<file path="src/rtl/trng_ctrl.sv">
// trng_ctrl: sequences the async_trng entropy source (reset, warm-up),
// runs a repetition-count health test on every consumed byte and shares
// healthy bytes between two requesters with round-robin arbitration.
// Ports:
//   i_clk, i_reset             clock, async active-high reset
//   i_start                    start/restart request (IDLE or FAULT only)
//   o_trng_reset               source reset, registered state decode
//   o_trng_init_val            source seed (constant INIT_VAL)
//   i_trng_dat, i_trng_valid   source byte and its valid flag
//   o_trng_read                combinational consume strobe to the source
//   i_req                      per-requester request level
//   o_gnt, o_dat               one-cycle one-hot grant with its byte
//   o_ready, o_fault           RUN indicator, health-test failure
module trng_ctrl #(
   parameter int         RST_CYCLES   = 4,
   parameter int         WARMUP_BYTES = 16,
   parameter int         REP_LIMIT    = 4,
   parameter logic [4:0] INIT_VAL     = 5'b01011
) (
   input  logic       i_clk,
   input  logic       i_reset,
   input  logic       i_start,
   output logic       o_trng_reset,
   output logic [4:0] o_trng_init_val,
   input  logic [7:0] i_trng_dat,
   input  logic       i_trng_valid,
   output logic       o_trng_read,
   input  logic [1:0] i_req,
   output logic [1:0] o_gnt,
   output logic [7:0] o_dat,
   output logic       o_ready,
   output logic       o_fault
);

   localparam int RW = $clog2(RST_CYCLES + 1);
   localparam int WW = $clog2(WARMUP_BYTES + 1);
   localparam int CW = $clog2(REP_LIMIT + 1);

   localparam logic [RW-1:0] RST_LAST  = RW'(RST_CYCLES - 1);
   localparam logic [WW-1:0] WARM_LAST = WW'(WARMUP_BYTES - 1);
   localparam logic [CW-1:0] REP_MAX   = CW'(REP_LIMIT);

   typedef enum logic [2:0] {
      S_IDLE,
      S_RESET,
      S_WARMUP,
      S_RUN,
      S_FAULT
   } state_t;

   state_t        state, state_nxt;
   logic [RW-1:0] rst_cnt;
   logic [WW-1:0] warm_cnt;
   logic [CW-1:0] rep_cnt, rep_nxt;
   logic [7:0]    last_byte;
   logic          ptr;

   logic [1:0] elig;
   logic       any_elig, win, consume, hit, grant;

   assign o_trng_init_val = INIT_VAL;
   assign o_ready         = (state == S_RUN);
   assign o_fault         = (state == S_FAULT);
   assign o_trng_read     = consume;

   always_ff @(posedge i_clk or posedge i_reset) begin
      if (i_reset) state <= S_IDLE;
      else         state <= state_nxt;
   end

   always_comb begin
      state_nxt = state;
      elig      = i_req & ~o_gnt;
      any_elig  = |elig;
      // tie goes to whoever did not win last; otherwise the lone requester
      win       = (elig == 2'b11) ? ~ptr : elig[1];
      consume   = i_trng_valid &
                  ((state == S_WARMUP) | ((state == S_RUN) & any_elig));
      // rep_cnt == 0 means no byte seen since the last RESET
      rep_nxt   = CW'(1);
      if ((rep_cnt != '0) && (i_trng_dat == last_byte))
         rep_nxt = (rep_cnt == REP_MAX) ? rep_cnt : rep_cnt + 1'b1;
      hit       = consume & (rep_nxt == REP_MAX);
      grant     = consume & (state == S_RUN) & ~hit;

      unique case (state)
         S_IDLE:   if (i_start) state_nxt = S_RESET;
         S_RESET:  if (rst_cnt == RST_LAST) state_nxt = S_WARMUP;
         S_WARMUP: begin
            if (hit)
               state_nxt = S_FAULT;
            else if (consume && (warm_cnt == WARM_LAST))
               state_nxt = S_RUN;
         end
         S_RUN:    if (hit) state_nxt = S_FAULT;
         S_FAULT:  if (i_start) state_nxt = S_RESET;
         default:  state_nxt = S_IDLE;
      endcase
   end

   always_ff @(posedge i_clk or posedge i_reset) begin
      if (i_reset) begin
         o_trng_reset <= 1'b1;
         rst_cnt      <= '0;
         warm_cnt     <= '0;
         rep_cnt      <= '0;
         last_byte    <= 8'h00;
         ptr          <= 1'b1;
         o_gnt        <= 2'b00;
         o_dat        <= 8'h00;
      end else begin
         o_trng_reset <= (state_nxt == S_IDLE) ||
                         (state_nxt == S_RESET) ||
                         (state_nxt == S_FAULT);

         if (state == S_RESET) rst_cnt <= rst_cnt + 1'b1;
         else                  rst_cnt <= '0;

         if (state == S_RESET) begin
            warm_cnt <= '0;
            rep_cnt  <= '0;
         end else if (consume) begin
            rep_cnt   <= rep_nxt;
            last_byte <= i_trng_dat;
            if (state == S_WARMUP) warm_cnt <= warm_cnt + 1'b1;
         end

         o_gnt <= grant ? {win, ~win} : 2'b00;
         if (grant) begin
            o_dat <= i_trng_dat;
            ptr   <= win;
         end
      end
   end

endmodule

</file>
<file path="config.mk">
export PLATFORM = sky130hd
export DESIGN_NAME = trng_ctrl
export DESIGN_NICKNAME = d
export VERILOG_FILES = /design/src/rtl/trng_ctrl.sv
export SDC_FILE = /design/constraint.sdc
export NUM_CORES = 1
export LEC_CHECK = 0
export ABC_AREA = 1
export BUFFER_PORTS_ARGS = -buffer_cell sky130_fd_sc_hd__buf_2
export CORE_MARGIN = 5
export CORE_UTILIZATION = 55
export CTS_BUF_LIST = sky130_fd_sc_hd__clkbuf_16
export DETAILED_ROUTE_END_ITERATION = 10
export HOLD_SLACK_MARGIN = 0.06
export PLACE_DENSITY_LB_ADDON = 0.3
export SLEW_MARGIN = 15
export SYNTH_ARGS = -nofsm -noshare
export SYNTH_HDL_FRONTEND = slang
export SYNTH_SLANG_ARGS = --single-unit
</file>
<file path="constraint.sdc">
create_clock -name i_clk -period 2.1 [get_ports i_clk]
set_input_delay 0.315 -clock i_clk [delete_from_list [all_inputs] [get_ports i_clk]]
set_output_delay 0.315 -clock i_clk [all_outputs]
set_load 0.02 [all_outputs]
</file>
==> run_results.csv <==
group,metric,value,unit
worst_setup_path,cp_cell_sequence,"inv_2 > nand2_2 > nor2_2 > nand2_2 > inv_4 > buf_2",
clock_network,cts_hold_buffers,0,
min_path,hold_class,"input port to asynchronous set/reset pin",
sta,min_period_over_period,0.867,
status,status,"complete, no violations",
power_and_ir_drop,power.leakage,0.00113,uW
placement,dp_hpwl,2.56,mm
detailed_routing,drt-initial-drc-count,93,
global_routing,grt_usage,0.187,
detailed_routing,ant_nets,0,
logic_synthesis,synth-seq-cells,34,
final_layout,drive_above_1_share,0.219,
worst_setup_path,r2r-start,"rep_cnt[0]",
sta,setup_tns,0,ns
sta,fin_skew,0.00398,ns
logic_synthesis,yosysUniqueCellTypes,29,
detailed_routing,drt_wl_total,3.46,mm
logic_synthesis,postSynthAreaPerCell,7.95,sq um
final_layout,final_util,0.674,
sta,finalCriticalPeriod,1.82,ns
sta,fmax,0.549,GHz
logic_synthesis,ys.flop_type,"dfrtp_1",
final_layout,fillers,256,
logic_synthesis,syn-instance-count,224,
sta,drv_slew,0,
clock_network,clkTransAtPathRegs,0.05,ns
floorplanning,initial_utilization,0.578,
final_layout,antenna_cells,0,
final_layout,finalNetCount,275,
sta,finalHoldViolCount,0,
floorplanning,die_area,4470,sq um
logic_synthesis,yosysMostFrequentCell,"nand2_1",
clock_network,clk_latency,0.28,ns
worst_setup_path,cpMostUsedCell,"nand2_2",
clock_network,htreeDepth,2,
clock_network,cts_root_buf,"clkbuf_16",
power_and_ir_drop,p_per_area,818,nW/um^2
global_routing,busiest_layer,"met2",
clock_network,clk_path_buf_depth,2,
detailed_routing,wl_per_cell,11.5,um
worst_setup_path,path_class,"flip-flop to output pin",
clock_network,cts_buffers,5,
sta,rsz0062_at_grt,"false",
global_routing,grt_max_degree,35,
global_routing,grtUsageMet2,0.311,
power_and_ir_drop,irDropWorstVdd,0.490,mV
logic_synthesis,synth-warning-count,0,
logic_synthesis,synth_edf_count,0,
logic_synthesis,synthArstFlopShare,1.00,
clock_network,cts_setup_buffers,0,
worst_setup_path,cp_slowest_stage_delay,0.41,ns
run,maxCapViolCount,0,
placement,gp_routability_congestion,0.777,
global_routing,met1_usage,0.213,
worst_setup_path,crit_family,"buffers and inverters",
logic_synthesis,synth_area,1780,sq um
logic_synthesis,synthTopCellsByArea,"dfrtp_1, nand2_1, inv_1, nand3_1, ha_1",
floorplanning,std_cell_rows,20,
worst_setup_path,worst_ep_required_time,1.78,ns
clock_network,cts_sinks,34,
detailed_routing,drc,0,
worst_setup_path,worstPathArrival,1.51,ns
detailed_routing,vias,1440,
worst_setup_path,critPathLaunch,"state[2]",
detailed_routing,routed_via_density,4.80,
worst_setup_path,path_buf_inv,3,
placement,io_buffer_count,27,
floorplanning,dieWidth,66.9,um
worst_setup_path,worstSetupEndpointType,"output pin",
clock_network,cts_resized,0,
worst_setup_path,slowest_stage,"dfrtp_1",
clock_network,cts_tree,"done",
floorplanning,die_h,66.9,um
final_layout,syn_to_final_growth,16.5,%
logic_synthesis,synth.top_cell.area_share,0.450,
detailed_routing,firstDrtPassIters,4,
global_routing,grt_pass1_wl,6.12,mm
global_routing,grt_pass1_vias,1420,
logic_synthesis,seq_area_frac_synth,0.479,
global_routing,antenna_found_initial,0,
global_routing,grtUsageMet3,0.0489,
placement,dpl_worst_slack,0.332,ns
floorplanning,io_pins,33,
logic_synthesis,synth_commonest_cells,"nand2_1, dfrtp_1, inv_1",
worst_setup_path,worstSetupStartpointType,"flip-flop",
sta,fin_ws,0.279,ns
logic_synthesis,yosys.area.top_type,"dfrtp_1",
global_routing,grt_overflow_total,0,
sta,setup_viol,0,
worst_setup_path,worstPathMaxFanout,16,
floorplanning,coreArea,3080,sq um
[where the power goes]
group          leakage (uW)  total [uW]  internal (uW)  switching, uW
Sequential         0.000427         748            715           32.9
Clock             0.0000724         680            427            253
Combinational      0.000631         269           90.6            179
[worst reg2reg max path: cells and delay by family (launching register included)]
family / cells / cell delay, ns
fa+ha+maj: 1 / 0.20
xor+xnor: 1 / 0.24
simple gates: 5 / 0.80
buf+inv: 1 / 0.10
flops: 1 / 0.37
[path summary, 6_finish.rpt]
check | cells after the start | slack [ns] | endpoint
setup / recovery | 6 | 0.28 | o_trng_read
setup reg to reg | 8 | 0.33 | o_dat[7]
min in group i_clk | 3 | 0.28 | last_byte[6]
max in group asynchronous | 3 | 1.65 | ptr
hold reg to reg | 1 | 0.44 | rst_cnt[0]
hold / removal | 3 | 0.11 | o_gnt[0]
[cell usage in the layout, fill, tap and decap left out]
| cell type | n |
|---|---|
| nand2_1 | 66 |
| inv_1 | 32 |
| dfrtp_1 | 32 |
| buf_2 | 27 |
| nand3_1 | 16 |
| nor2_1 | 15 |
| o21ai_0 | 10 |
| nor2_2 | 7 |
| ha_1 | 6 |
| inv_2 | 5 |
| conb_1 | 5 |
| clkbuf_16 | 5 |
| nand2_2 | 3 |
| xnor2_1 | 3 |
| nor3_1 | 3 |
| a21oi_1 | 3 |
| xor2_1 | 2 |
| o22ai_1 | 2 |
| dfstp_2 | 2 |
| or2_1 | 1 |
| o21ai_1 | 1 |
| nand4_2 | 1 |
| inv_4 | 1 |
| nand2_4 | 1 |
| nor3_2 | 1 |
| nand4_1 | 1 |
| a21oi_2 | 1 |
| a21boi_1 | 1 |
| clkinv_2 | 1 |
| clkinv_1 | 1 |
| buf_4 | 1 |
[per-stage QoR]
step	instance area [sq um]	cells	total power [uW]	hold WS, ns
3_3_place_gp	1940	292	1020	0.422
6_report	2070	300	1700	0.113
5_1_grt	2070	300	1800	0.174
3_5_place_dp	1940	292	1030	0.425
2_1_floorplan	1790	227	955	0.410
4_1_cts	2070	300	1720	0.131
[cell families after synthesis]
kind of cell,Yosys count,share of synthesized area
buffers and inverters,44,0.109
AND/OR/NAND/NOR,115,0.285
adder cells (fa/ha/maj),6,0.0422
AO/OA/AOI/OAI,18,0.0555
XOR/XNOR,5,0.0246
flip-flops,34,0.479
other,2,0.00422
[registers in the layout, summed over array words and instances (netlist names)]
register / count
o_gnt: 2
rst_cnt: 3
state: 3
rep_cnt: 3
o_dat: 8
ptr: 1
o_trng_reset: 1
last_byte: 8
warm_cnt: 5
[layout make-up]
class	count	area (sq um)	share of cell area
flip-flops and latches	34	853	0.411
multi-input cells	149	744	0.359
repair buffers	28	143	0.0688
inverters	37	141	0.0682
clock buffers	5	125	0.0603
well taps	44	55.1	0.0265
clock inverters	3	12.5	0.00603
[metal layers]
layer,part of all wire,wire length [um],up-vias
met5,0,0,-
met4,0.028,97,0
met3,0.054,187,9
met2,0.48,1660,34
met1,0.44,1510,659
li1,-,-,738
(Power assumes the default switching activity.)
